<file path="src/rtl/cpu_irq_controller.sv">
// cpu_irq_controller
//   External interrupt arbiter for the M-mode core. It latches NUM_SRC external
//   sources as pending and picks the highest-priority enabled source above the
//   threshold. mei_pending drives mip.MEIP. A claim/complete handshake over a
//   small MMIO port lets the trap handler service one source at a time.
//
//   Optional feature: define IRQ_EDGE_EN to add the EDGE register (0x10), which
//   makes individual sources rising-edge triggered. Without it, every source
//   is level-triggered, 0x10 reads as zero and writes to it are ignored.
//
//   Register map (word byte addresses, addr[1:0] ignored):
//     0x00 PENDING   RO   bit i = ID i pending
//     0x04 ENABLE    RW   bit i enables ID i (bit 0 reads 0)
//     0x08 THRESHOLD RW   [PRIO_W-1:0]
//     0x0C CLAIM     R: claim winner ID, W: complete ID in wdata[4:0]
//     0x10 EDGE      RW   only with IRQ_EDGE_EN
//     0x40+4*i PRIO  RW   [PRIO_W-1:0], i = 1..NUM_SRC

module cpu_irq_controller #(
  parameter int NUM_SRC = 8,
  parameter int PRIO_W  = 3
) (
  input  logic               clk,
  input  logic               rst_n,
  input  logic [NUM_SRC-1:0] src,
  input  logic [7:0]         addr,
  input  logic [31:0]        wdata,
  input  logic               wstrobe,
  input  logic               rstrobe,
  output logic [31:0]        rdata,
  output logic               mei_pending
);

  // Source IDs need 5 bits: 1..31, and 0 means "no source".
  localparam int ID_W = 5;

  // Word offsets (addr[7:2]) of the fixed registers.
  localparam logic [5:0] W_PENDING   = 6'd0;
  localparam logic [5:0] W_ENABLE    = 6'd1;
  localparam logic [5:0] W_THRESHOLD = 6'd2;
  localparam logic [5:0] W_CLAIM     = 6'd3;
  localparam logic [5:0] W_EDGE      = 6'd4;
  // PRIO[i] sits at word W_PRIO_BASE + i.
  localparam int         W_PRIO_BASE = 16;

  // Per-source state. Bit i-1 of each vector belongs to source ID i.
  logic [NUM_SRC-1:0] pending;
  logic [NUM_SRC-1:0] in_service;
  logic [NUM_SRC-1:0] enable;
  logic [PRIO_W-1:0]  threshold;
  logic [PRIO_W-1:0]  prio [NUM_SRC];

  logic [5:0]         word;
  logic               claim_fire;
  logic               cpl_fire;
  logic [ID_W-1:0]    win_id;
  logic [PRIO_W-1:0]  best_prio;
  logic [NUM_SRC-1:0] claim_mask;
  logic [NUM_SRC-1:0] cpl_mask;
  logic [NUM_SRC-1:0] gw_set;
  logic [NUM_SRC-1:0] pending_nxt;
  logic [NUM_SRC-1:0] in_service_nxt;
  logic [31:0]        rd_mux;

  // The low address bits and the unused high write-data bits are ignored.
  logic               unused_bits;
  assign unused_bits = ^{addr[1:0], wdata};

  assign word       = addr[7:2];
  assign claim_fire = rstrobe && (word == W_CLAIM);
  assign cpl_fire   = wstrobe && (word == W_CLAIM);

`ifdef IRQ_EDGE_EN
  // Edge-mode select per source, and the prior sample of src for edge detection.
  logic [NUM_SRC-1:0] edge_mode;
  logic [NUM_SRC-1:0] src_q;

  // Edge-mode sources pend on a rise even while in service (one level of
  // queueing). A rise that arrives while the source is already pending is lost.
  assign gw_set = ~pending & ((edge_mode & src & ~src_q) |
                              (~edge_mode & src & ~in_service));
`else
  // Level gateway: a high source pends unless it is already pending or in service.
  assign gw_set = src & ~pending & ~in_service;
`endif

  // Arbitration: the highest priority strictly above the threshold wins.
  // Scanning from the lowest ID with a strict compare makes ties go to the lower ID.
  // Priority 0 can never beat the threshold, so such a source never interrupts.
  always_comb begin
    // NOTE: combinational blocks use blocking assignments, so each loop
    // iteration sees the best_prio left by the one before it.
    win_id    = '0;
    best_prio = threshold;
    for (int i = 0; i < NUM_SRC; i++) begin
      if (pending[i] && enable[i] && (prio[i] > best_prio)) begin
        best_prio = prio[i];
        win_id    = ID_W'(i + 1);
      end
    end
  end

  // Decode the claim of the current winner and the complete of the written ID.
  always_comb begin
    claim_mask = '0;
    cpl_mask   = '0;
    for (int i = 0; i < NUM_SRC; i++) begin
      if (claim_fire && (win_id == ID_W'(i + 1)))
        claim_mask[i] = 1'b1;
      if (cpl_fire && (wdata[ID_W-1:0] == ID_W'(i + 1)))
        cpl_mask[i] = 1'b1;
    end
  end

  // Next pending / in-service state. A claim clears pending and sets in_service.
  // A complete clears in_service. When a claim and a complete hit the same ID in
  // one cycle, the claim wins, so the source ends up in service.
  always_comb begin
    pending_nxt    = (pending | gw_set) & ~claim_mask;
    in_service_nxt = (in_service & ~cpl_mask) | claim_mask;
  end

  // Read mux. Every value is pre-edge state, so a read in the same cycle as a
  // write returns the old contents. Unmapped words read as zero.
  always_comb begin
    // NOTE: rd_mux gets a default before the case. This keeps any unlisted
    // address from inferring a latch.
    rd_mux = '0;
    case (word)
      W_PENDING:   rd_mux[NUM_SRC:1]  = pending;
      W_ENABLE:    rd_mux[NUM_SRC:1]  = enable;
      W_THRESHOLD: rd_mux[PRIO_W-1:0] = threshold;
      W_CLAIM:     rd_mux[ID_W-1:0]   = win_id;
`ifdef IRQ_EDGE_EN
      W_EDGE:      rd_mux[NUM_SRC:1]  = edge_mode;
`endif
      default:     rd_mux = '0;
    endcase
    for (int i = 0; i < NUM_SRC; i++) begin
      if (word == 6'(W_PRIO_BASE + i + 1))
        rd_mux[PRIO_W-1:0] = prio[i];
    end
  end

  // Main state and register file. Reset is synchronous and active-low.
  always_ff @(posedge clk) begin
    if (!rst_n) begin
      pending     <= '0;
      in_service  <= '0;
      enable      <= '0;
      threshold   <= '0;
      rdata       <= '0;
      mei_pending <= 1'b0;
      // NOTE: the priority array is small and must read 0 after reset, so it
      // is reset with the other registers rather than left as uninitialised RAM.
      for (int i = 0; i < NUM_SRC; i++)
        prio[i] <= '0;
    end else begin
      pending     <= pending_nxt;
      in_service  <= in_service_nxt;
      mei_pending <= (win_id != '0);
      if (rstrobe)
        rdata <= rd_mux;
      if (wstrobe) begin
        case (word)
          W_ENABLE:    enable    <= wdata[NUM_SRC:1];
          W_THRESHOLD: threshold <= wdata[PRIO_W-1:0];
          default:     ;
        endcase
        for (int i = 0; i < NUM_SRC; i++) begin
          if (word == 6'(W_PRIO_BASE + i + 1))
            prio[i] <= wdata[PRIO_W-1:0];
        end
      end
    end
  end

`ifdef IRQ_EDGE_EN
  // Edge-mode register and the prior sample of src. Both reset to 0.
  always_ff @(posedge clk) begin
    if (!rst_n) begin
      edge_mode <= '0;
      src_q     <= '0;
    end else begin
      src_q <= src;
      if (wstrobe && (word == W_EDGE))
        edge_mode <= wdata[NUM_SRC:1];
    end
  end
`endif

endmodule
</file>
<file path="config.mk">
export PLATFORM = sky130hd
export DESIGN_NAME = cpu_irq_controller
export DESIGN_NICKNAME = d
export VERILOG_FILES = /design/src/rtl/cpu_irq_controller.sv
export SDC_FILE = /design/constraint.sdc
export NUM_CORES = 1
export LEC_CHECK = 0
export CORE_MARGIN = 5
export CORE_UTILIZATION = 23
export DETAILED_ROUTE_END_ITERATION = 10
export MAX_ROUTING_LAYER = met4
export PLACE_DENSITY = 0.5
export SYNTH_ARGS = -nofsm -noshare
export SYNTH_HDL_FRONTEND = slang
export SYNTH_SLANG_ARGS = --single-unit
</file>
<file path="constraint.sdc">
create_clock -name clk -period 19.6 [get_ports clk]
set_input_delay 1.96 -clock clk [delete_from_list [all_inputs] [get_ports clk]]
set_output_delay 1.96 -clock clk [all_outputs]
set_load 0.03 [all_outputs]
</file>
==> flow_metrics.py <==
metrics = {
    "outcome": {
        "outcome": "completed",
    },
    "yosys": {
        "ys_seq_elements": 61,
        "yosysWarnings": 0,
        "synthDistinctLibCells": 80,
        "syn_inst": 504,
        "async_flop_share_pct": 0,
        "syn_area_mm2": 0.004254,
        "syn_avg_cell_area_um2": 8.441,
        "yosysSeqAreaShare_pct": 34.35,
        "synth_ff_type": "dfxtp_1",
        "synth_edf_count": 24,
    },
    "floorplan": {
        "dieArea_mm2": 0.02132,
        "initial_core_util_pct": 23.52,
        "die_x_um": 146,
        "pin_count": 85,
        "core_area_mm2": 0.01809,
        "die_h_um": 146,
        "row_count": 49,
    },
    "timing": {
        "rsz0062_at_grt": "no",
        "timing.final.hold_violations": 0,
        "fin_setup_tns_ns": 0,
        "setup_viol": 0,
        "fin_skew_ns": 0.005039,
        "worstMarginPinSlew_ns": 1.060,
        "max_freq_ghz": 0.07383,
        "finalCriticalPeriod_ns": 13.55,
        "slew-limit-headroom_pct": 28.76,
        "period_share_pct": 69.11,
        "slew_violations": 0,
        "fin_ws_ns": 6.055,
    },
    "drt": {
        "drt_pre_antenna_iters": 4,
        "totalWireLength_um": 13080,
        "drcViolationCount": 0,
        "via_per_inst": 5.101,
        "routedWlPerCell_um": 17.01,
        "via_count": 3923,
        "ant_nets": 0,
        "drt_iter0_markers": 285,
    },
    "pwr": {
        "switchingPower_uw": 88.83,
        "p_seq_share_pct": 42.2,
        "leakagePower_uw": 0.001887,
        "internal_power_uw": 250.5,
        "p_sw_share_pct": 26.17,
        "power_frac_comb_pct": 12.1,
        "p_clk_share_pct": 45.7,
        "p_per_area_mw_per_mm2": 66.97,
        "ir_drop_mv": 0.03670,
    },
    "clock_network": {
        "clock_latency_ns": 0.33,
        "cts_max_level": 3,
        "cts.sinks": 61,
        "hold_buffers": 0,
        "cts_tree": "yes",
        "cts_resized": 0,
        "cts_buffer_depth": 2,
        "cts_setup_buffers": 0,
        "clockRootBuffer": "clkbuf_16",
        "cts_buffers": 9,
        "path_clk_slew_ns": 0.05,
    },
    "finish": {
        "antenna_cells": 0,
        "final_cell_mix": "57 x nor2_1, 42 x nand2_1, 37 x a21oi_1, 37 x dfxtp_1, 36 x clkdlybuf4s50_1",
        "fin_util_pct": 28.02,
        "nNetsFinal": 601,
        "nFillCells": 1947,
        "syn2layout_area_growth_pct": 19.12,
        "drive_gt1_share_pct": 10.74,
        "multiInputGateArea_mm2": 0.002524,
        "stdcell_area_mm2": 0.005067,
        "layout_commonest_cell": "nor2_1",
        "final-seq-area_mm2": 0.001461,
    },
    "global_routing": {
        "met2_usage_pct": 18.66,
        "grt_pass1_vias": 3848,
        "antenna_found_initial": 0,
        "grt_usage_pct": 12.82,
        "use_met1_pct": 17.78,
        "grt_max_degree": 24,
        "grt_pass1_wl_um": 21280,
        "overflow": 0,
        "met3_usage_pct": 2.896,
        "top_usage_layer": "met2",
    },
    "setup_path": {
        "cp.required_ns": 19.82,
        "max_stage_delay_ns": 0.69,
        "critPathArrivalTime_ns": 13.77,
        "worstRegToRegCells": 58,
        "endpoint_kind": "flip-flop",
        "crit_fanout": 19,
        "cpMostUsedCell": "ha_1",
        "crit_type": "flip-flop to flip-flop",
        "crit_path_start_kind": "flip-flop",
        "cp_slowest_cell": "o22ai_2",
    },
    "placed_design": {
        "dp_hpwl_um": 10090,
        "post-place-ws_ns": 6.129,
        "place_area_mm2": 0.004771,
        "io_buffer_count": 36,
        "gp_congestion": 0.8694,
    },
    "min_path": {
        "hold_path.class": "flip-flop to flip-flop",
        "whs_path_depth": 2,
    },
    "run": {
        "maxCapViolCount": 0,
    },
}
-- cell families (layout without fill, tap and decap cells) --
logic type | count (synthesis) | count (layout) | synth area share (%)
other | 1 | 23 | 0.08815
adder cells (fa/ha/maj) | 17 | 17 | 4.853
flip-flops | 61 | 61 | 34.35
AND/OR/NAND/NOR | 202 | 202 | 23.68
buffers and inverters | 70 | 84 | 8.411
AO/OA/AOI/OAI | 130 | 130 | 22.38
multiplexers | 23 | 23 | 6.235
-- stage by stage --
step           std cells  hold slack (ns)  power (µW)
5_1_grt              769           0.5007       352.1
4_1_cts              769           0.4697       341.6
6_report             769           0.4673       339.4
3_5_place_dp         753           0.4607       186.3
3_3_place_gp         753           0.4604       186.0
2_1_floorplan        526           0.4542       173.2
-- sequential cells by signal (all words and copies together) (netlist names) --
name / count
prio: 24
rdata: 9
enable: 8
in_service: 8
pending: 8
threshold: 3
mei_pending: 1
-- metal layers --
layer	share of wire, %	wire length [µm]
met3	7.1	934
met5	0	0
met1	48	6230
met4	2.0	259
met2	43	5661
-- cells in the mapped netlist, types with 7 or more instances --
cell,count,area [µm²]
nor2b_1,7,43.79
edfxtp_1,24,720.7
and3_1,8,50.05
nor3_1,12,60.06
nand2_1,42,157.7
ha_1,14,175.2
a21oi_1,37,185.2
o211ai_1,9,67.56
nand2b_1,11,68.82
mux2i_1,13,130.1
o21ai_0,20,100.1
mux2_2,8,90.09
nand3_1,35,175.2
dfxtp_1,37,740.7
nor2_1,57,214.0
inv_1,26,97.59
clkbuf_1,18,67.56
buf_4,23,172.7
-- final cells by class --
class / instances / share of cell area (%)
clock inverter: 3 / 0.3210
inverter: 27 / 2.000
timing repair buffer: 41 / 7.852
sequential: 61 / 28.84
tap: 229 / 5.654
clock buffer: 13 / 5.531
multi-input combinational: 395 / 49.80
-- worst max-delay path, delay by kind of cell, from the launching register on --
family	cells	cell delay [ns]
buf+inv	1	0.09
simple gates	23	4.33
flops	1	0.41
mux	3	1.10
compound gates	21	4.47
fa+ha+maj	10	3.03
-- path summary, 6_finish.rpt --
kind                startpoint          to  slack (ns)
hold / removal        rdata[6]    rdata[6]        0.47
hold reg to reg       rdata[6]    rdata[6]        0.47
setup / recovery  threshold[1]  pending[1]        6.05
setup reg to reg  threshold[1]  pending[1]        6.05
-- power by group through the flow --
stage / Sequential, µW / Combinational (µW) / Clock [µW]
floorplan: 143 / 30.0 / 0
global placement: 146 / 40.5 / 0
detailed placement: 146 / 40.7 / 0
CTS: 143 / 40.9 / 158
global route: 144 / 45.0 / 163
finish: 143 / 41.1 / 155
Power figures use the tool's default switching activity.
